==> src/rtl/uart_rx_buffer_if.sv <==
// CPU-facing bundle of the UART receive buffer: the serial pin, the read and
// clear strobes, and the show-ahead data/status port.
interface uart_rx_buffer_if;
    logic       rx_serial;
    logic       RE;
    logic       err_clr;
    logic [7:0] data;
    logic       empty;
    logic       full;
    logic       overrun;
    logic       frame_err;

    // CPU / pin side drives the strobes and the line and observes the status.
    modport master (
        output rx_serial, RE, err_clr,
        input  data, empty, full, overrun, frame_err
    );

    // Receive buffer side.
    modport slave (
        input  rx_serial, RE, err_clr,
        output data, empty, full, overrun, frame_err
    );
endinterface

==> src/rtl/uart_rx_buffer.sv <==
// 8N1 UART receiver feeding a show-ahead FIFO drained by CPU read strobes.
// Sticky overrun / framing error flags are held until err_clr.
module uart_rx_buffer #(
    parameter int CLKS_PER_BIT = 16,
    parameter int FIFO_DEPTH   = 8
) (
    input  logic              clk,
    input  logic              areset,
    uart_rx_buffer_if.slave   bus
);

    localparam int CNT_W = $clog2(CLKS_PER_BIT);
    localparam int AW    = $clog2(FIFO_DEPTH);
    localparam int PW    = AW + 1;

    localparam logic [CNT_W-1:0] CNT_ZERO = {CNT_W{1'b0}};
    localparam logic [CNT_W-1:0] CNT_ONE  = CNT_W'(1);
    localparam logic [CNT_W-1:0] HALF_M1  = CNT_W'(CLKS_PER_BIT / 2 - 1);
    localparam logic [CNT_W-1:0] FULL_M1  = CNT_W'(CLKS_PER_BIT - 1);
    localparam logic [PW-1:0]    PTR_ONE  = PW'(1);

    typedef enum logic [1:0] {
        ST_IDLE  = 2'd0,
        ST_START = 2'd1,
        ST_DATA  = 2'd2,
        ST_STOP  = 2'd3
    } state_t;

    logic             sync1_q, sync2_q;
    logic             rxs_s;
    state_t           state_q, state_d;
    logic [CNT_W-1:0] cnt_q, cnt_d;
    logic [2:0]       idx_q, idx_d;
    logic [7:0]       shift_q, shift_d;
    logic             push_s;
    logic             ferr_set_s;

    logic [PW-1:0]    wr_ptr_q, wr_ptr_d;
    logic [PW-1:0]    rd_ptr_q, rd_ptr_d;
    logic [7:0]       mem_q [FIFO_DEPTH];
    logic             wr_en_s, pop_s, ovr_set_s;
    logic [7:0]       data_q, data_d;
    logic             empty_q, empty_d;
    logic             full_q, full_d;
    logic             overrun_q, overrun_d;
    logic             frame_err_q, frame_err_d;

    // Two-flop synchroniser for the asynchronous serial pin; idles high.
    always_ff @(posedge clk or posedge areset) begin
        if (areset) begin
            sync1_q <= 1'b1;
            sync2_q <= 1'b1;
        end else begin
            sync1_q <= bus.rx_serial;
            sync2_q <= sync1_q;
        end
    end

    assign rxs_s = sync2_q;

    // Receiver state, bit timer, bit index and shift register.
    always_ff @(posedge clk or posedge areset) begin
        if (areset) begin
            state_q <= ST_IDLE;
            cnt_q   <= CNT_ZERO;
            idx_q   <= 3'd0;
            shift_q <= 8'h00;
        end else begin
            state_q <= state_d;
            cnt_q   <= cnt_d;
            idx_q   <= idx_d;
            shift_q <= shift_d;
        end
    end

    // Frame decode: centre on the start bit, then sample each bit one period apart.
    always_comb begin
        state_d    = state_q;
        cnt_d      = cnt_q;
        idx_d      = idx_q;
        shift_d    = shift_q;
        push_s     = 1'b0;
        ferr_set_s = 1'b0;
        case (state_q)
            ST_IDLE: begin
                if (!rxs_s) begin
                    state_d = ST_START;
                    cnt_d   = CNT_ZERO;
                end else begin
                    state_d = ST_IDLE;
                end
            end
            ST_START: begin
                if (cnt_q == HALF_M1) begin
                    if (!rxs_s) begin
                        state_d = ST_DATA;
                        cnt_d   = CNT_ZERO;
                        idx_d   = 3'd0;
                    end else begin
                        // Line went back high before mid start bit: a glitch.
                        state_d = ST_IDLE;
                    end
                end else begin
                    cnt_d = cnt_q + CNT_ONE;
                end
            end
            ST_DATA: begin
                if (cnt_q == FULL_M1) begin
                    cnt_d   = CNT_ZERO;
                    shift_d = {rxs_s, shift_q[7:1]};
                    if (idx_q == 3'd7) begin
                        state_d = ST_STOP;
                    end else begin
                        idx_d = idx_q + 3'd1;
                    end
                end else begin
                    cnt_d = cnt_q + CNT_ONE;
                end
            end
            ST_STOP: begin
                if (cnt_q == FULL_M1) begin
                    // Leave mid stop bit so an early next start bit is not missed.
                    state_d = ST_IDLE;
                    cnt_d   = CNT_ZERO;
                    if (rxs_s) begin
                        push_s = 1'b1;
                    end else begin
                        ferr_set_s = 1'b1;
                    end
                end else begin
                    cnt_d = cnt_q + CNT_ONE;
                end
            end
            default: begin
                state_d = ST_IDLE;
                cnt_d   = CNT_ZERO;
                idx_d   = 3'd0;
            end
        endcase
    end

    // FIFO pointer/flag next state and the registered show-ahead head byte.
    always_comb begin
        pop_s     = bus.RE & ~empty_q;
        // A full FIFO still accepts the byte when the CPU pops in the same cycle.
        wr_en_s   = push_s & (~full_q | bus.RE);
        ovr_set_s = push_s & full_q & ~bus.RE;

        if (wr_en_s) begin
            wr_ptr_d = wr_ptr_q + PTR_ONE;
        end else begin
            wr_ptr_d = wr_ptr_q;
        end
        if (pop_s) begin
            rd_ptr_d = rd_ptr_q + PTR_ONE;
        end else begin
            rd_ptr_d = rd_ptr_q;
        end

        empty_d = (rd_ptr_d == wr_ptr_d);
        full_d  = (rd_ptr_d[AW] != wr_ptr_d[AW]) &&
                  (rd_ptr_d[AW-1:0] == wr_ptr_d[AW-1:0]);

        if (empty_d) begin
            data_d = 8'h00;
        end else if (wr_en_s && (rd_ptr_d == wr_ptr_q)) begin
            // New head is the byte being written this cycle; bypass storage.
            data_d = shift_q;
        end else begin
            data_d = mem_q[rd_ptr_d[AW-1:0]];
        end

        if (ovr_set_s) begin
            overrun_d = 1'b1;
        end else if (bus.err_clr) begin
            overrun_d = 1'b0;
        end else begin
            overrun_d = overrun_q;
        end

        if (ferr_set_s) begin
            frame_err_d = 1'b1;
        end else if (bus.err_clr) begin
            frame_err_d = 1'b0;
        end else begin
            frame_err_d = frame_err_q;
        end
    end

    // FIFO storage; contents are don't-care until written, so no reset.
    always_ff @(posedge clk) begin
        if (wr_en_s) begin
            mem_q[wr_ptr_q[AW-1:0]] <= shift_q;
        end
    end

    // Pointers, registered read port and sticky status flags.
    always_ff @(posedge clk or posedge areset) begin
        if (areset) begin
            wr_ptr_q    <= {PW{1'b0}};
            rd_ptr_q    <= {PW{1'b0}};
            data_q      <= 8'h00;
            empty_q     <= 1'b1;
            full_q      <= 1'b0;
            overrun_q   <= 1'b0;
            frame_err_q <= 1'b0;
        end else begin
            wr_ptr_q    <= wr_ptr_d;
            rd_ptr_q    <= rd_ptr_d;
            data_q      <= data_d;
            empty_q     <= empty_d;
            full_q      <= full_d;
            overrun_q   <= overrun_d;
            frame_err_q <= frame_err_d;
        end
    end

    assign bus.data      = data_q;
    assign bus.empty     = empty_q;
    assign bus.full      = full_q;
    assign bus.overrun   = overrun_q;
    assign bus.frame_err = frame_err_q;

endmodule

==> src/flat_wrapper.sv <==
// flat-port wrapper written by rule: the top's interface ports become plain ports
module uart_rx_buffer_flat 
#(
    parameter int CLKS_PER_BIT = 16,
    parameter int FIFO_DEPTH   = 8
)
  (clk, areset, bus_rx_serial, bus_RE, bus_err_clr, bus_data, bus_empty, bus_full, bus_overrun, bus_frame_err);
  uart_rx_buffer_if bus_i ();
  input  logic clk;
  input  logic areset;
  input wire logic [$bits(bus_i.rx_serial)-1:0] bus_rx_serial;
  input wire logic [$bits(bus_i.RE)-1:0] bus_RE;
  input wire logic [$bits(bus_i.err_clr)-1:0] bus_err_clr;
  output wire logic [$bits(bus_i.data)-1:0] bus_data;
  output wire logic [$bits(bus_i.empty)-1:0] bus_empty;
  output wire logic [$bits(bus_i.full)-1:0] bus_full;
  output wire logic [$bits(bus_i.overrun)-1:0] bus_overrun;
  output wire logic [$bits(bus_i.frame_err)-1:0] bus_frame_err;
  assign bus_i.rx_serial = bus_rx_serial;
  assign bus_i.RE = bus_RE;
  assign bus_i.err_clr = bus_err_clr;
  assign bus_data = bus_i.data;
  assign bus_empty = bus_i.empty;
  assign bus_full = bus_i.full;
  assign bus_overrun = bus_i.overrun;
  assign bus_frame_err = bus_i.frame_err;
  uart_rx_buffer #(.CLKS_PER_BIT(CLKS_PER_BIT), .FIFO_DEPTH(FIFO_DEPTH)) u_core (.clk(clk), .areset(areset), .bus(bus_i));
endmodule
==> config.mk <==
export PLATFORM = sky130hd
export DESIGN_NAME = uart_rx_buffer_flat
export DESIGN_NICKNAME = d
export VERILOG_FILES = /design/src/rtl/uart_rx_buffer_if.sv /design/src/rtl/uart_rx_buffer.sv /design/src/flat_wrapper.sv
export SDC_FILE = /design/constraint.sdc
export NUM_CORES = 1
export LEC_CHECK = 0
export CAP_MARGIN = 20
export CORE_MARGIN = 3
export CORE_UTILIZATION = 60
export DETAILED_ROUTE_END_ITERATION = 8
export GPL_TIMING_DRIVEN = 0
export PLACE_DENSITY = 0.81
export SLEW_MARGIN = 20
export SYNTH_ARGS = -nofsm -noshare
export SYNTH_HDL_FRONTEND = slang
export SYNTH_SLANG_ARGS = --single-unit
export TNS_END_PERCENT = 10
==> constraint.sdc <==
create_clock -name clk -period 3.4 [get_ports clk]
set_input_delay 1.02 -clock clk [delete_from_list [all_inputs] [get_ports clk]]
set_output_delay 1.02 -clock clk [all_outputs]
set_load 0.03 [all_outputs]
# Word-level counts from Yosys, hierarchy flattened
# Memory sizes are Yosys's and may differ from the RTL's.
# Index checks and enable logic that the tools add are counted.
[totals]
regBits = 39
latchBits = 0
mem_bits_rw = 64
rom_bits = 0
in_bits = 5
out_inout_bits = 12
wordCells = 83
memories = 1
[mem_list]
columns = ["memory", "words", "word_bits", "read_ports", "rd_ports_with_merged_regs", "write_ports", "line_no", "text"]
rows = [
  ["u_core.mem_q", 8, 8, 1, 0, 1, "uart_rx_buffer.sv:40", "logic [7:0] mem_q [FIFO_DEPTH];"],
]
[op_classes]
n_addsub = 4
multipliers = 0
div = 0
order_cmp = 0
eq_ne = 16
shift = 0
muxes = 31
bitwise_logic = 8
n_reduce_logical = 10
[ops]
columns = ["operator", "n"]
rows = [
  ["$mux W4", 5],
  ["$mux W8", 2],
  ["$add A4 B1 Y4 const B", 3],
  ["$mux W1", 12],
  ["$mux W3", 4],
  ["$pmux W4 S3", 1],
  ["$mux W2", 5],
  ["$eq A4 B4 Y1", 2],
  ["$ne A2 B1 Y1 const B", 4],
  ["$pmux W2 S4", 1],
  ["$pmux W3 S2", 1],
  ["$reduce_bool A2 Y1", 3],
  ["$reduce_and A5 Y1", 1],
  ["$and A1 B1 Y1", 4],
  ["$eq A2 B2 Y1 const B", 2],
  ["$eq A4 B3 Y1 const B", 1],
  ["$eq A4 B4 Y1 const B", 1],
  ["$ne A2 B2 Y1 const B", 2],
  ["$reduce_and A4 Y1", 1],
  ["$add A3 B1 Y3 const B", 1],
  ["$eq A3 B3 Y1", 1],
  ["$eq A3 B3 Y1 const B", 1],
  ["$not A1 Y1", 3],
  ["$eq A2 B1 Y1 const B", 1],
  ["other kinds (6)", 7],
]

# Depth between registers and ports, before layout
# Gate-level depths: netlist of the first run.
[depth]
ltp_word = 7
ltp_mapped = 9
mapped_depth_nobuf = 7

# Worst setup path before layout of the first run
# OpenSTA, ideal clock, no wires.
[synth_timing]
path_type = "input -> register"
start = "in bus_RE"
end = "mem u_core.mem_q[0][0] (enable)"
setup_time_ns = 0.395
t_arrival_ns = 2.435
required_time_ns = 3.005
setup_slack_ns = 0.570
cell_stages = 4
n_path_buf = 1
path_cell_list = "nor2b_1 or3b_1 buf_2 nor4_1"
[synth_between]
elab_chain_len = 4
[synth_lines]
columns = ["item", "line_no", "text"]
rows = [
  ["start: declaration", "flat_wrapper.sv:12", "input wire logic [$bits(bus_i.RE)-1:0] bus_RE;"],
  ["$or A1 B1 Y1", "uart_rx_buffer.sv:146", "wr_en_s = push_s & (~full_q | bus.RE);"],
  ["$and A1 B1 Y1", "uart_rx_buffer.sv:146", ""],
  ["$mux W1", "uart_rx_buffer.sv:192", "if (wr_en_s) begin"],
  ["$mux W1 (not written as such)", "uart_rx_buffer.sv:193", "mem_q[wr_ptr_q[AW-1:0]] <= shift_q;"],
  ["end: declaration", "uart_rx_buffer.sv:40", ""],
]
# No other way between the ends.

# Final worst setup path of the first run
[layout_timing]
start = "in bus_RE"
end = "reg u_core.data_q[2], in the netlist u_core.bus.data[2]"
[layout_between]
elab_chain_len = 6
word_cells_on_any_way = 11
cone_classes = "eq/ne (2); mux (4); bitwise (3); reduce/logical (1); memory (1)"
[layout_lines]
columns = ["item", "line_no", "text"]
rows = [
  ["$and A1 B1 Y1 (*)", "uart_rx_buffer.sv:144", "pop_s = bus.RE & ~empty_q;"],
  ["$mux W4 (*)", "uart_rx_buffer.sv:154", "if (pop_s) begin"],
  ["named net u_core.rd_ptr_d[1]", "uart_rx_buffer.sv:39", "logic [PW-1:0] rd_ptr_q, rd_ptr_d;"],
  ["parallel branches: the longest is 3 deep, another holds $mem_v2 Z8 W8", "--", ""],
  ["$mux W8 (*)", "uart_rx_buffer.sv:164", "if (empty_d) begin"],
  ["named net u_core.data_d[2]", "uart_rx_buffer.sv:42", "logic [7:0] data_q, data_d;"],
  ["end signal: assignment", "uart_rx_buffer.sv:210", "data_q <= data_d;"],
  ["end: declaration", "uart_rx_buffer.sv:42", ""],
]
# Mark *: on every way through the listed nets, which the timed path passes.
# A chain may end at the register's enable or synchronous reset.

==> results of run 1 <==
## per-stage QoR
| step | power, W | instances | util | TNS, ps |
|---|---|---|---|---|
| CTS | 0.00395 | 418 | 0.721 | 0 |
| global route | 0.00412 | 418 | 0.721 | 0 |
| detailed placement | 0.00304 | 402 | 0.688 | -1050 |
| global placement | 0.00300 | 400 | 0.680 | -16250 |
| finish | 0.00392 | 418 | 0.721 | 0 |
| floorplan | 0.00269 | 288 | - | 0 |
## cell usage in the layout (no fill, tap or decap), types with 9 or more instances in the layout
| cell type | count |
|---|---|
| clkbuf_8 | 9 |
| dfrtp_1 | 36 |
| o21ai_0 | 9 |
| mux4_2 | 12 |
| clkdlybuf4s50_1 | 16 |
| nor2_1 | 15 |
| ha_1 | 9 |
| nand2_1 | 27 |
| edfxtp_1 | 64 |
| inv_1 | 10 |
## worst max-delay path, stage by stage
cell and delay (ps):
clkdlybuf4s50_1 470, nand2b_1 220, mux2i_4 530, inv_2 230, xnor2_1 240, nand4_2 250
buf_4 290, nor2_1 150, a211oi_2 80
## layer usage
layer / up-vias / GRT usage / part of all wire
li1: 1119 / - / -
met1: 1266 / 0.281 / 0.40
met2: 84 / 0.373 / 0.53
met3: 15 / 0.0561 / 0.056
met4: 0 / 0.0656 / 0.020
met5: - / 0 / 0
## area by class of cell
type | instances | area [sq um] | share of cell area
plain buffers | 10 | 61.3 | 0.0121
clock buffers | 10 | 128 | 0.0252
clock inverters | 6 | 109 | 0.0215
inverters | 12 | 45.0 | 0.00890
multi-input cells | 163 | 1510 | 0.299
flip-flops and latches | 103 | 2900 | 0.573
well taps | 96 | 120 | 0.0237
repair buffers | 18 | 185 | 0.0366
## registers in the layout, summed over array words and instances, names as in the netlist, named ones only
register and flops:
u_core.bus.frame_err 1, u_core.sync1_q 1, u_core.idx_q 3, u_core.bus.empty 1, u_core.wr_ptr_q 4, u_core.bus.overrun 1
u_core.cnt_q 4, u_core.rd_ptr_q 4, u_core.shift_q 8, u_core.bus.data 8, u_core.mem_q 64, u_core.rxs_s 1
u_core.state_q 1, u_core.bus.full 1
## where the power goes
| part | switching [W] | internal, W |
|---|---|---|
| combinational | 0.000812 | 0.000724 |
| clock | 0.000391 | 0.000489 |
| sequential | 0.0000756 | 0.00142 |
| total | 0.00128 | 0.00264 |
## logic make-up (layout without fill, tap and decap cells)
kind of cell,after synthesis,count (layout)
and+or+nand+nor,85,85
adders and majority gates,9,9
buffers and inverters,22,56
xor gates and xnor gates,15,15
DFF,103,103
muxes,27,27
AOI/OAI and AO/OA,27,27
## how the worst min path moves through the flow
stage / startpoint / end / slack (ps) / depth (start not counted)
after global routing: u_core.sync1_q / u_core.rxs_s / 370 / 0
after global placement: u_core.sync1_q / u_core.rxs_s / 350 / 0
after floorplan: u_core.sync1_q / u_core.rxs_s / 350 / 0
after CTS: u_core.sync1_q / u_core.rxs_s / 370 / 0
after detailed placement: u_core.sync1_q / u_core.rxs_s / 350 / 0
final: u_core.sync1_q / u_core.rxs_s / 360 / 0
==> flow_summary.html, run 1 <==
<table>
<tr><th>Metric</th><th>Value</th></tr>
<tr><th colspan="2">Setup path</th></tr>
<tr><td>Setup CP Type</td><td>input port to register</td></tr>
<tr><td>Worst Reg2Reg Path Length in Cells</td><td>8</td></tr>
<tr><td>Flop2flop setup slack</td><td>690 ps</td></tr>
<tr><td>Crit path launch type</td><td>input port</td></tr>
<tr><td>Worst setup path startpoint</td><td>bus_RE</td></tr>
<tr><td>Crit Path Max Fanout</td><td>10</td></tr>
<tr><td>Worst setup EP type</td><td>register</td></tr>
<tr><td>Required time reported for the critical path endpoint</td><td>3610 ps</td></tr>
<tr><td>Arrival time of data at the critical path endpoint</td><td>3490 ps</td></tr>
<tr><td>Crit Reg-Reg Endpoint</td><td>u_core.bus.data[2]</td></tr>
<tr><td>Launching point of the worst reg2reg path</td><td>u_core.bus.empty</td></tr>
<tr><td>Capturing element of the worst setup path</td><td>u_core.bus.data[2]</td></tr>
<tr><th colspan="2">GRT</th></tr>
<tr><td>Global-route wire length before repair</td><td>14000 um</td></tr>
<tr><td>Total routing usage reported by global routing</td><td>0.220</td></tr>
<tr><td>Vias in the first global route</td><td>2616</td></tr>
<tr><td>Total overflow reported by the global router</td><td>0</td></tr>
<tr><td>Maximum number of pins on one net before global-route repair</td><td>34</td></tr>
<tr><td>Antenna violations before repair</td><td>0</td></tr>
<tr><th colspan="2">Cells and area</th></tr>
<tr><td>Count of antenna diodes in the layout</td><td>0</td></tr>
<tr><td>Cell area after layout</td><td>0.00506 sq mm</td></tr>
<tr><td>Fillcell total</td><td>445</td></tr>
<tr><td>Post-layout nets</td><td>331</td></tr>
<tr><td>Synthesis-to-layout area growth</td><td>12.6%</td></tr>
<tr><td>Fraction of final layout cells with drive strength greater than 1</td><td>0.224</td></tr>
<tr><th colspan="2">Synthesis</th></tr>
<tr><td>Net count after synthesis</td><td>302</td></tr>
<tr><td>Async set-or-reset flop fraction in the synthesized netlist</td><td>0.379</td></tr>
<tr><td>Average size of a mapped cell</td><td>15.6 sq um</td></tr>
<tr><td>Multiplexer fraction of the synthesized cell area</td><td>0.114</td></tr>
<tr><td>Syn Std Cell Area</td><td>0.00450 sq mm</td></tr>
<tr><td>Area fraction in compound gates after synthesis</td><td>0.0470</td></tr>
<tr><td>Number of synthesized flops with an enable pin</td><td>64</td></tr>
<tr><td>Post-Synth Simple-Gate Area</td><td>0.104</td></tr>
<tr><td>Post-synthesis cell type count</td><td>50</td></tr>
<tr><td>Sequential area share after synthesis</td><td>0.645</td></tr>
<tr><td>Proportion of netlist area held by the largest area contributor</td><td>0.427</td></tr>
<tr><td>Yosys warns</td><td>0</td></tr>
<tr><td>Fraction of the mapped netlist area in adder cells</td><td>0.0250</td></tr>
<tr><td>Syn Inst Count</td><td>288</td></tr>
<tr><td>Most area-consuming cells after synthesis</td><td>edfxtp_1 (43%), dfrtp_1 (20%), mux4_2 (6.0%)</td></tr>
<tr><td>Synth Register Bits</td><td>103</td></tr>
<tr><td>Dominant combinational cell family by area after synthesis</td><td>multiplexers</td></tr>
<tr><td>Area leader, netlist</td><td>edfxtp_1</td></tr>
<tr><td>Most used DFF post-synth</td><td>edfxtp_1</td></tr>
<tr><td>Xor and xnor fraction of the mapped netlist area</td><td>0.0412</td></tr>
<tr><td>Most common library cells after synthesis</td><td>edfxtp_1 (64), dfrtp_1 (36), nand2_1 (27)</td></tr>
<tr><td>Cell with the most instances after synthesis</td><td>edfxtp_1</td></tr>
<tr><th colspan="2">STA</th></tr>
<tr><td>Count of endpoints failing setup in the final report</td><td>0</td></tr>
<tr><td>Minimum setup slack in the final design</td><td>121 ps</td></tr>
<tr><td>Smallest hold slack</td><td>364 ps</td></tr>
<tr><td>Time the worst path needs with I/O delays and setup</td><td>3280 ps</td></tr>
<tr><td>Final-report hold violation count</td><td>0</td></tr>
<tr><td>Slew @ Worst Pin</td><td>965 ps</td></tr>
<tr><td>Max-slew headroom at the worst pin</td><td>0.354</td></tr>
<tr><td>Timing-limited maximum frequency</td><td>0.305 GHz</td></tr>
<tr><td>Fin crit share</td><td>0.964</td></tr>
<tr><td>Setup repair after global routing missed its margin</td><td>no</td></tr>
<tr><td>Final Max Slew Viols</td><td>0</td></tr>
<tr><td>Final Skew</td><td>11.6 ps</td></tr>
<tr><th colspan="2">Min path</th></tr>
<tr><td>Worst hold-check path type</td><td>register to register</td></tr>
<tr><th colspan="2">Clocking</th></tr>
<tr><td>Post-cts sizing count</td><td>0</td></tr>
<tr><td>Buffer cell driving the clock tree root</td><td>clkbuf_8</td></tr>
<tr><td>Number of buffers between clock root and the deepest sink</td><td>2</td></tr>
<tr><td>Clock transition at the registers of the reported paths</td><td>100 ps</td></tr>
<tr><td>Cts hold-fix bufs</td><td>0</td></tr>
<tr><td>CTS H-tree depth</td><td>3</td></tr>
<tr><td>Clock sink count</td><td>103</td></tr>
<tr><td>TritonCTS Buffers</td><td>9</td></tr>
<tr><td>Source-to-sink clock delay at the later pin of the worst-skew pair</td><td>350 ps</td></tr>
<tr><td>Post-CTS Setup Bufs</td><td>0</td></tr>
<tr><td>TritonCTS clock tree</td><td>built</td></tr>
<tr><th colspan="2">Job</th></tr>
<tr><td>Total of max-cap violations</td><td>0</td></tr>
<tr><th colspan="2">Die</th></tr>
<tr><td>Area of the core region</td><td>0.00702 sq mm</td></tr>
<tr><td>Total die area</td><td>0.00857 sq mm</td></tr>
<tr><td>Die W</td><td>92.6 um</td></tr>
<tr><td>I/O pin total</td><td>17</td></tr>
<tr><td>Floorplan row count</td><td>30</td></tr>
<tr><td>Die height</td><td>92.6 um</td></tr>
<tr><td>Initial Util</td><td>0.640</td></tr>
<tr><th colspan="2">Placed design</th></tr>
<tr><td>Final weighted congestion in routability-driven placement</td><td>0.777</td></tr>
<tr><td>Dpl hpwl</td><td>5520 um</td></tr>
<tr><td>Place WS</td><td>-176 ps</td></tr>
<tr><td>Placed Instance Area</td><td>0.00483 sq mm</td></tr>
<tr><td>Port-buffer cells</td><td>16</td></tr>
<tr><th colspan="2">Detailed routing</th></tr>
<tr><td>Total wirelength of the detailed-routed design</td><td>8580 um</td></tr>
<tr><td>Remaining design rule violation count</td><td>0</td></tr>
<tr><td>Antenna-violating nets left</td><td>0</td></tr>
<tr><td>Initial DRC Count</td><td>137</td></tr>
<tr><td>Routed wirelength normalized by instance count</td><td>20.5 um</td></tr>
<tr><td>1st-pass router iterations</td><td>4</td></tr>
<tr><td>Via-per-instance ratio</td><td>5.94</td></tr>
<tr><td>Total number of vias</td><td>2484</td></tr>
<tr><th colspan="2">Pwr</th></tr>
<tr><td>Leakage Power</td><td>1.93 nW</td></tr>
<tr><td>Cell Pwr Density</td><td>773 mW/mm^2</td></tr>
<tr><td>Worst supply voltage drop on vdd</td><td>0.000375 V</td></tr>
<tr><th colspan="2">Status</th></tr>
<tr><td>Status</td><td>completed</td></tr>
</table>
(Power assumes the default switching activity.)
==> run 2, diff against run 1 <==
- SLEW_MARGIN: 20 -> not set
==> flow_summary.html, run 2 (synthesis gave the netlist of run 1 again) <==
<table>
<tr><th>Metric</th><th>Value</th></tr>
<tr><th colspan="2">Clocking</th></tr>
<tr><td>Number of buffers between clock root and the deepest sink</td><td>2 (unchanged)</td></tr>
<tr><td>CTS H-tree depth</td><td>3 (unchanged)</td></tr>
<tr><td>Buffer cell driving the clock tree root</td><td>clkbuf_8</td></tr>
<tr><td>Post-cts sizing count</td><td>0 (unchanged)</td></tr>
<tr><td>TritonCTS Buffers</td><td>9 (unchanged)</td></tr>
<tr><td>TritonCTS clock tree</td><td>built</td></tr>
<tr><td>Source-to-sink clock delay at the later pin of the worst-skew pair</td><td>360 ps (about the same)</td></tr>
<tr><td>Clock sink count</td><td>103 (unchanged)</td></tr>
<tr><td>Clock transition at the registers of the reported paths</td><td>110 ps (about the same)</td></tr>
<tr><td>Cts hold-fix bufs</td><td>0 (unchanged)</td></tr>
<tr><td>Post-CTS Setup Bufs</td><td>0 (unchanged)</td></tr>
<tr><th colspan="2">STA</th></tr>
<tr><td>Final-report hold violation count</td><td>0 (unchanged)</td></tr>
<tr><td>Setup repair after global routing missed its margin</td><td>no</td></tr>
<tr><td>Slew @ Worst Pin</td><td>1030 ps (+65.0 ps)</td></tr>
<tr><td>Max-slew headroom at the worst pin</td><td>0.311 (-0.0435)</td></tr>
<tr><td>Timing-limited maximum frequency</td><td>0.311 GHz (+2.0%)</td></tr>
<tr><td>Final TNS setup</td><td>0 ps (unchanged)</td></tr>
<tr><td>Minimum setup slack in the final design</td><td>186 ps (+64.6 ps)</td></tr>
<tr><td>Count of endpoints failing setup in the final report</td><td>0 (unchanged)</td></tr>
<tr><td>Final Skew</td><td>14.8 ps (+3.23 ps)</td></tr>
<tr><td>Time the worst path needs with I/O delays and setup</td><td>3210 ps (-64.6 ps)</td></tr>
<tr><td>Final Max Slew Viols</td><td>0 (unchanged)</td></tr>
<tr><td>Fin crit share</td><td>0.945 (-0.0190)</td></tr>
<tr><th colspan="2">Die</th></tr>
<tr><td>Area of the core region</td><td>0.00702 sq mm (unchanged)</td></tr>
<tr><td>Die height</td><td>92.6 um (unchanged)</td></tr>
<tr><td>Floorplan row count</td><td>30 (unchanged)</td></tr>
<tr><td>Total die area</td><td>0.00857 sq mm (unchanged)</td></tr>
<tr><td>Die W</td><td>92.6 um (unchanged)</td></tr>
<tr><td>I/O pin total</td><td>17 (unchanged)</td></tr>
<tr><td>Initial Util</td><td>0.640 (unchanged)</td></tr>
<tr><th colspan="2">GRT</th></tr>
<tr><td>Grt peak-use layer</td><td>met2</td></tr>
<tr><td>Global-route wire length before repair</td><td>13400 um (-3.8%)</td></tr>
<tr><td>Vias in the first global route</td><td>2545 (-2.7%)</td></tr>
<tr><td>Global routing usage on met1</td><td>0.278 (-0.00215)</td></tr>
<tr><td>Antenna violations before repair</td><td>0 (unchanged)</td></tr>
<tr><td>Maximum number of pins on one net before global-route repair</td><td>40 (+18%)</td></tr>
<tr><td>Met3 Resource Use GR</td><td>0.0398 (-0.0162)</td></tr>
<tr><td>Met2 usage in global routing</td><td>0.353 (-0.0199)</td></tr>
<tr><td>Total overflow reported by the global router</td><td>0 (unchanged)</td></tr>
<tr><td>Total routing usage reported by global routing</td><td>0.212 (-0.00790)</td></tr>
<tr><th colspan="2">Setup path</th></tr>
<tr><td>Kind of cell with the highest combined delay on the critical path</td><td>buffers and inverters</td></tr>
<tr><td>Crit path launch type</td><td>input port</td></tr>
<tr><td>Crit Path Max Fanout</td><td>10 (unchanged)</td></tr>
<tr><td>Buf+Inv Stages, Crit Path</td><td>3 (unchanged)</td></tr>
<tr><td>Arrival time of data at the critical path endpoint</td><td>3440 ps (-50 ps)</td></tr>
<tr><td>Required time reported for the critical path endpoint</td><td>3620 ps (about the same)</td></tr>
<tr><td>Critical path cell sequence</td><td>clkdlybuf4s50_1 -&gt; nand2b_1 -&gt; mux2i_4 -&gt; inv_2 -&gt; xnor2_1 -&gt; nand4_2 -&gt; buf_4 -&gt; nor2_1 -&gt; a211oi_2</td></tr>
<tr><td>Worst setup EP type</td><td>register</td></tr>
<tr><td>Critical-path top delay cell</td><td>mux2i_4</td></tr>
<tr><td>Setup CP Type</td><td>input port to register</td></tr>
<tr><td>CP max stage delay</td><td>510 ps (-20 ps)</td></tr>
<tr><th colspan="2">Cells and area</th></tr>
<tr><td>Synthesis-to-layout area growth</td><td>11.9%</td></tr>
<tr><td>Most frequent standard cell in the layout excluding fill and tap cells</td><td>edfxtp_1</td></tr>
<tr><td>Core occupancy in the finished layout</td><td>0.717 (-0.00446)</td></tr>
<tr><td>Flip-flop count of the largest register after layout</td><td>64 (unchanged)</td></tr>
<tr><td>Count of antenna diodes in the layout</td><td>0 (unchanged)</td></tr>
<tr><td>Post-layout nets</td><td>334 (+0.91%)</td></tr>
<tr><td>Fraction of final layout cells with drive strength greater than 1</td><td>0.222 (-0.00206)</td></tr>
<tr><td>Most frequent cells in the layout</td><td>edfxtp_1 (64), dfrtp_1 (36), nand2_1 (27), clkdlybuf4s50_1 (16), nor2_1 (15)</td></tr>
<tr><td>Count of placed standard cells in the final layout, fillers left out</td><td>421 (+0.72%)</td></tr>
<tr><th colspan="2">Pwr</th></tr>
<tr><td>Cell Pwr Density</td><td>756 mW/mm^2 (-2.3%)</td></tr>
<tr><td>Leakage Power</td><td>1.92 nW (-0.42%)</td></tr>
<tr><td>Worst supply voltage drop on vdd</td><td>0.000329 V (-12%)</td></tr>
<tr><th colspan="2">Placed design</th></tr>
<tr><td>Dpl hpwl</td><td>5510 um (-0.15%)</td></tr>
<tr><td>Cell Count Post-Placement</td><td>405 (+0.75%)</td></tr>
<tr><td>Port-buffer cells</td><td>16 (unchanged)</td></tr>
<tr><td>Final weighted congestion in routability-driven placement</td><td>0.777 (unchanged)</td></tr>
<tr><td>Place WS</td><td>-179 ps (-2.61 ps)</td></tr>
<tr><th colspan="2">Detailed routing</th></tr>
<tr><td>Via-per-instance ratio</td><td>5.88 (-1.1%)</td></tr>
<tr><td>Total wirelength of the detailed-routed design</td><td>8220 um (-4.2%)</td></tr>
<tr><td>Routed wirelength normalized by instance count</td><td>19.5 um (-4.9%)</td></tr>
<tr><td>Initial DRC Count</td><td>130 (-5.1%)</td></tr>
<tr><td>Total number of vias</td><td>2475 (-0.36%)</td></tr>
<tr><td>Antenna-violating nets left</td><td>0 (unchanged)</td></tr>
<tr><td>Remaining design rule violation count</td><td>0 (unchanged)</td></tr>
<tr><td>1st-pass router iterations</td><td>5 (+1)</td></tr>
<tr><th colspan="2">Job</th></tr>
<tr><td>Total of max-cap violations</td><td>0 (unchanged)</td></tr>
<tr><th colspan="2">Min path</th></tr>
<tr><td>Worst hold-check path type</td><td>register to register</td></tr>
<tr><th colspan="2">Status</th></tr>
<tr><td>Status</td><td>completed</td></tr>
</table>
## run 2: cell types whose count changed in the layout (fill, tap and decap cells not counted), moves of 2 or more
cell       change
buf_4          +5
clkinv_4       +2
inv_8          +3
clkinv_2       -2
nor3_2         -4
bufinv_16      -2
nor3_1         +4
## run 2: cell type report
type | instances | area, sq um
fillers | 449 | 1990
clock buffers | 9 | 124
clock inverters | 7 | 88.8
inverters | 12 | 45.0
well taps | 96 | 120
plain buffers | 10 | 61.3
flip-flops and latches | 103 | 2900
multi-input cells | 163 | 1490
repair buffers | 21 | 198
## run 2: worst paths after layout
check / to / cells past startpoint / slack [ps] / startpoint
worst min register to register: u_core.rxs_s / 0 / 360 / u_core.sync1_q
worst max-delay path: u_core.bus.data[2] / 9 / 190 / bus_RE
worst min-delay path: u_core.rxs_s / 0 / 360 / u_core.sync1_q
worst max register to register: u_core.mem_q[4][3] / 6 / 740 / u_core.cnt_q[0]
min in group asynchronous: u_core.bus.data[3] / 2 / 1140 / areset
max in group asynchronous: u_core.shift_q[3] / 2 / 1740 / areset
## run 2: layer usage
layer	routed length, um	part of all wire	up-vias
met5	0	0	-
met4	71	0.0086	0
met3	391	0.048	6
met2	4310	0.52	65
met1	3450	0.42	1269
li1	-	-	1135
## run 2: worst register-to-register path: stages, from the launching register on
cell and delay, ps:
dfrtp_1 410, ha_1 320, nand4_4 180, nor3b_4 320, nand2_1 160, nor3_1 710, buf_4 280
## run 2: where the power goes
part	internal, W	switching (W)
Combinational	0.000721	0.000793
Clock	0.000358	0.000432
Sequential	0.00142	0.0000760
## run 2: metrics by stage
stage / hold WS (ps) / instance area [sq um] / total power (W)
after floorplan: 345 / 4500 / 0.00269
after global placement: 347 / 4780 / 0.00300
after global routing: 370 / 5030 / 0.00401
after detailed placement: 348 / 4820 / 0.00303
after CTS: 362 / 5030 / 0.00383
final: 360 / 5030 / 0.00380
==> run 3, diff against run 2 <==
- CORE_ASPECT_RATIO: not set -> 1.25
==> flow_summary.html, run 3 (synthesis gave the netlist of run 1 again) <==
<table>
<tr><th>Metric</th><th>Value</th></tr>
<tr><th colspan="2">Detailed routing</th></tr>
<tr><td>Antenna-violating nets left</td><td>0 (unchanged)</td></tr>
<tr><td>Wl on met1</td><td>3290 um (-4.6%)</td></tr>
<tr><td>Remaining design rule violation count</td><td>0 (unchanged)</td></tr>
<tr><td>Via-per-instance ratio</td><td>5.88 (about the same)</td></tr>
<tr><td>Routed wirelength normalized by instance count</td><td>18.7 um (-4.0%)</td></tr>
<tr><td>Top sig layer</td><td>met4</td></tr>
<tr><td>1st-pass router iterations</td><td>5 (unchanged)</td></tr>
<tr><td>Total number of vias</td><td>2441 (-1.4%)</td></tr>
<tr><td>Met2 routed WL</td><td>4080 um (-5.4%)</td></tr>
<tr><td>Total wirelength of the detailed-routed design</td><td>7780 um (-5.4%)</td></tr>
<tr><td>Initial DRC Count</td><td>248 (+91%)</td></tr>
<tr><td>Metal3 WL</td><td>277 um (-29%)</td></tr>
<tr><th colspan="2">Setup path</th></tr>
<tr><td>Required time reported for the critical path endpoint</td><td>3630 ps (about the same)</td></tr>
<tr><td>Worst Reg2Reg Path Length in Cells</td><td>6 (unchanged)</td></tr>
<tr><td>Setup CP Type</td><td>input port to register</td></tr>
<tr><td>Arrival time of data at the critical path endpoint</td><td>3320 ps (-120 ps)</td></tr>
<tr><td>CP max stage delay</td><td>540 ps (+30 ps)</td></tr>
<tr><td>Critical path cell sequence</td><td>clkdlybuf4s50_1 -&gt; nand3b_2 -&gt; xnor2_4 -&gt; buf_8 -&gt; xnor2_1 -&gt; nand4_2 -&gt; buf_4 -&gt; nor2_1 -&gt; a211oi_2</td></tr>
<tr><td>Total number of cells along the worst setup path</td><td>9 (unchanged)</td></tr>
<tr><td>Crit Path Max Fanout</td><td>10 (unchanged)</td></tr>
<tr><td>Critical-path top delay cell</td><td>clkdlybuf4s50_1</td></tr>
<tr><td>Crit path launch type</td><td>input port</td></tr>
<tr><td>Kind of cell with the highest combined delay on the critical path</td><td>buffers and inverters</td></tr>
<tr><td>Worst setup EP type</td><td>register</td></tr>
<tr><td>Buf+Inv Stages, Crit Path</td><td>3 (unchanged)</td></tr>
<tr><th colspan="2">Clocking</th></tr>
<tr><td>Post-CTS Setup Bufs</td><td>0 (unchanged)</td></tr>
<tr><td>Post-cts sizing count</td><td>0 (unchanged)</td></tr>
<tr><td>Buffer cell driving the clock tree root</td><td>clkbuf_8</td></tr>
<tr><td>Clock transition at the registers of the reported paths</td><td>90 ps (-20 ps)</td></tr>
<tr><td>Source-to-sink clock delay at the later pin of the worst-skew pair</td><td>360 ps (about the same)</td></tr>
<tr><td>CTS H-tree depth</td><td>3 (unchanged)</td></tr>
<tr><td>Clock sink count</td><td>103 (unchanged)</td></tr>
<tr><td>TritonCTS clock tree</td><td>built</td></tr>
<tr><td>Cts hold-fix bufs</td><td>0 (unchanged)</td></tr>
<tr><td>Number of buffers between clock root and the deepest sink</td><td>2 (unchanged)</td></tr>
<tr><td>TritonCTS Buffers</td><td>9 (unchanged)</td></tr>
<tr><th colspan="2">Cells and area</th></tr>
<tr><td>Synthesis-to-layout area growth</td><td>10.6%</td></tr>
<tr><td>Most frequent standard cell in the layout excluding fill and tap cells</td><td>edfxtp_1</td></tr>
<tr><td>Fraction of final layout cells with drive strength greater than 1</td><td>0.212 (-0.00923)</td></tr>
<tr><td>Core occupancy in the finished layout</td><td>0.700 (-0.0172)</td></tr>
<tr><td>Flip-flop count of the largest register after layout</td><td>64 (unchanged)</td></tr>
<tr><td>Post-layout nets</td><td>334 (unchanged)</td></tr>
<tr><td>Cell area after layout</td><td>0.00497 sq mm (-1.2%)</td></tr>
<tr><td>Most frequent cells in the layout</td><td>edfxtp_1 (64), dfrtp_1 (36), nand2_1 (27), clkdlybuf4s50_1 (16), nor2_1 (15)</td></tr>
<tr><td>Count of placed standard cells in the final layout, fillers left out</td><td>415 (-1.4%)</td></tr>
<tr><td>Count of antenna diodes in the layout</td><td>0 (unchanged)</td></tr>
<tr><th colspan="2">Pwr</th></tr>
<tr><td>Worst supply voltage drop on vdd</td><td>0.000583 V (+77%)</td></tr>
<tr><td>Leakage Power</td><td>1.89 nW (-1.7%)</td></tr>
<tr><td>Cell Pwr Density</td><td>736 mW/mm^2 (-2.7%)</td></tr>
<tr><th colspan="2">STA</th></tr>
<tr><td>Setup repair after global routing missed its margin</td><td>no</td></tr>
<tr><td>Fin crit share</td><td>0.911 (-0.0341)</td></tr>
<tr><td>Minimum setup slack in the final design</td><td>302 ps (+116 ps)</td></tr>
<tr><td>Timing-limited maximum frequency</td><td>0.323 GHz (+3.7%)</td></tr>
<tr><td>Final Skew</td><td>16.4 ps (+1.53 ps)</td></tr>
<tr><td>Slew @ Worst Pin</td><td>961 ps (-69.5 ps)</td></tr>
<tr><td>Count of endpoints failing setup in the final report</td><td>0 (unchanged)</td></tr>
<tr><td>Final Max Slew Viols</td><td>0 (unchanged)</td></tr>
<tr><td>Max-slew headroom at the worst pin</td><td>0.357 (+0.0465)</td></tr>
<tr><td>Final-report hold violation count</td><td>0 (unchanged)</td></tr>
<tr><td>Time the worst path needs with I/O delays and setup</td><td>3100 ps (-116 ps)</td></tr>
<tr><th colspan="2">Die</th></tr>
<tr><td>Floorplan row count</td><td>34 (+13%)</td></tr>
<tr><td>Initial Util</td><td>0.633 (-0.00767)</td></tr>
<tr><td>Die height</td><td>103 um (+11%)</td></tr>
<tr><td>Die W</td><td>83.4 um (-9.9%)</td></tr>
<tr><td>I/O pin total</td><td>17 (unchanged)</td></tr>
<tr><td>Total die area</td><td>0.00857 sq mm (about the same)</td></tr>
<tr><td>Area of the core region</td><td>0.00710 sq mm (+1.2%)</td></tr>
<tr><th colspan="2">GRT</th></tr>
<tr><td>Maximum number of pins on one net before global-route repair</td><td>40 (unchanged)</td></tr>
<tr><td>Antenna violations before repair</td><td>0 (unchanged)</td></tr>
<tr><td>Total routing usage reported by global routing</td><td>0.201 (-0.0112)</td></tr>
<tr><td>Total overflow reported by the global router</td><td>0 (unchanged)</td></tr>
<tr><td>Vias in the first global route</td><td>2443 (-4.0%)</td></tr>
<tr><td>Global-route wire length before repair</td><td>13000 um (-3.1%)</td></tr>
<tr><th colspan="2">Job</th></tr>
<tr><td>Total of max-cap violations</td><td>0 (unchanged)</td></tr>
<tr><th colspan="2">Placed design</th></tr>
<tr><td>Final weighted congestion in routability-driven placement</td><td>0.818 (+5.3%)</td></tr>
<tr><td>Dpl hpwl</td><td>5430 um (-1.5%)</td></tr>
<tr><td>Cell Count Post-Placement</td><td>399 (-1.5%)</td></tr>
<tr><td>Port-buffer cells</td><td>16 (unchanged)</td></tr>
<tr><td>Place WS</td><td>-99.5 ps (+79.6 ps)</td></tr>
<tr><td>Placed Instance Area</td><td>0.00480 sq mm (-0.31%)</td></tr>
<tr><th colspan="2">Min path</th></tr>
<tr><td>Hold Path Cell Cnt</td><td>0 (unchanged)</td></tr>
<tr><td>Worst hold-check path type</td><td>register to register</td></tr>
<tr><th colspan="2">Status</th></tr>
<tr><td>Status</td><td>completed</td></tr>
</table>
run 3: changes by cell type in the layout (fill, tap and decap cells not counted), sizes merged:
cell	previous run	this run
inv	15	12
clkbuf	14	16
clkinvlp	1	3
bufinv	1	0
run 3: through the flow:
step           total power [W]  setup TNS (ps)  hold WS, ps
2_1_floorplan          0.00269               0          345
3_3_place_gp           0.00299          -13820          350
3_5_place_dp           0.00303            -638          347
4_1_cts                0.00368               0          361
5_1_grt                0.00386               0          366
6_report               0.00366               0          361
run 3: layout make-up:
class	count	area, sq um
clock buffers	11	131
repair buffers	21	190
inverters	12	45.0
fillers	446	2130
plain buffers	10	61.3
flip-flops and latches	103	2900
well taps	90	113
multi-input cells	163	1490
clock inverters	5	35.0
run 3: metal layers:
layer,GRT usage,vias to the layer above
met5,0,-
met4,0.0705,0
met3,0.0408,13
met2,0.340,73
met1,0.265,1228
li1,-,1127
run 3: report_power, final:
group	internal (W)	switching (W)
combinational	0.000722	0.000782
sequential	0.00142	0.0000727
clock	0.000265	0.000392
run 3: path summary, 6_finish.rpt:
path / from / slack (ps) / endpoint
setup / recovery: bus_RE / 300 / u_core.bus.data[2]
hold / removal: u_core.sync1_q / 360 / u_core.rxs_s
setup reg to reg: u_core.cnt_q[0] / 850 / u_core.mem_q[1][1]
hold reg to reg: u_core.sync1_q / 360 / u_core.rxs_s
max in group asynchronous: areset / 1740 / u_core.idx_q[2]
min in group asynchronous: areset / 1130 / u_core.wr_ptr_q[0]
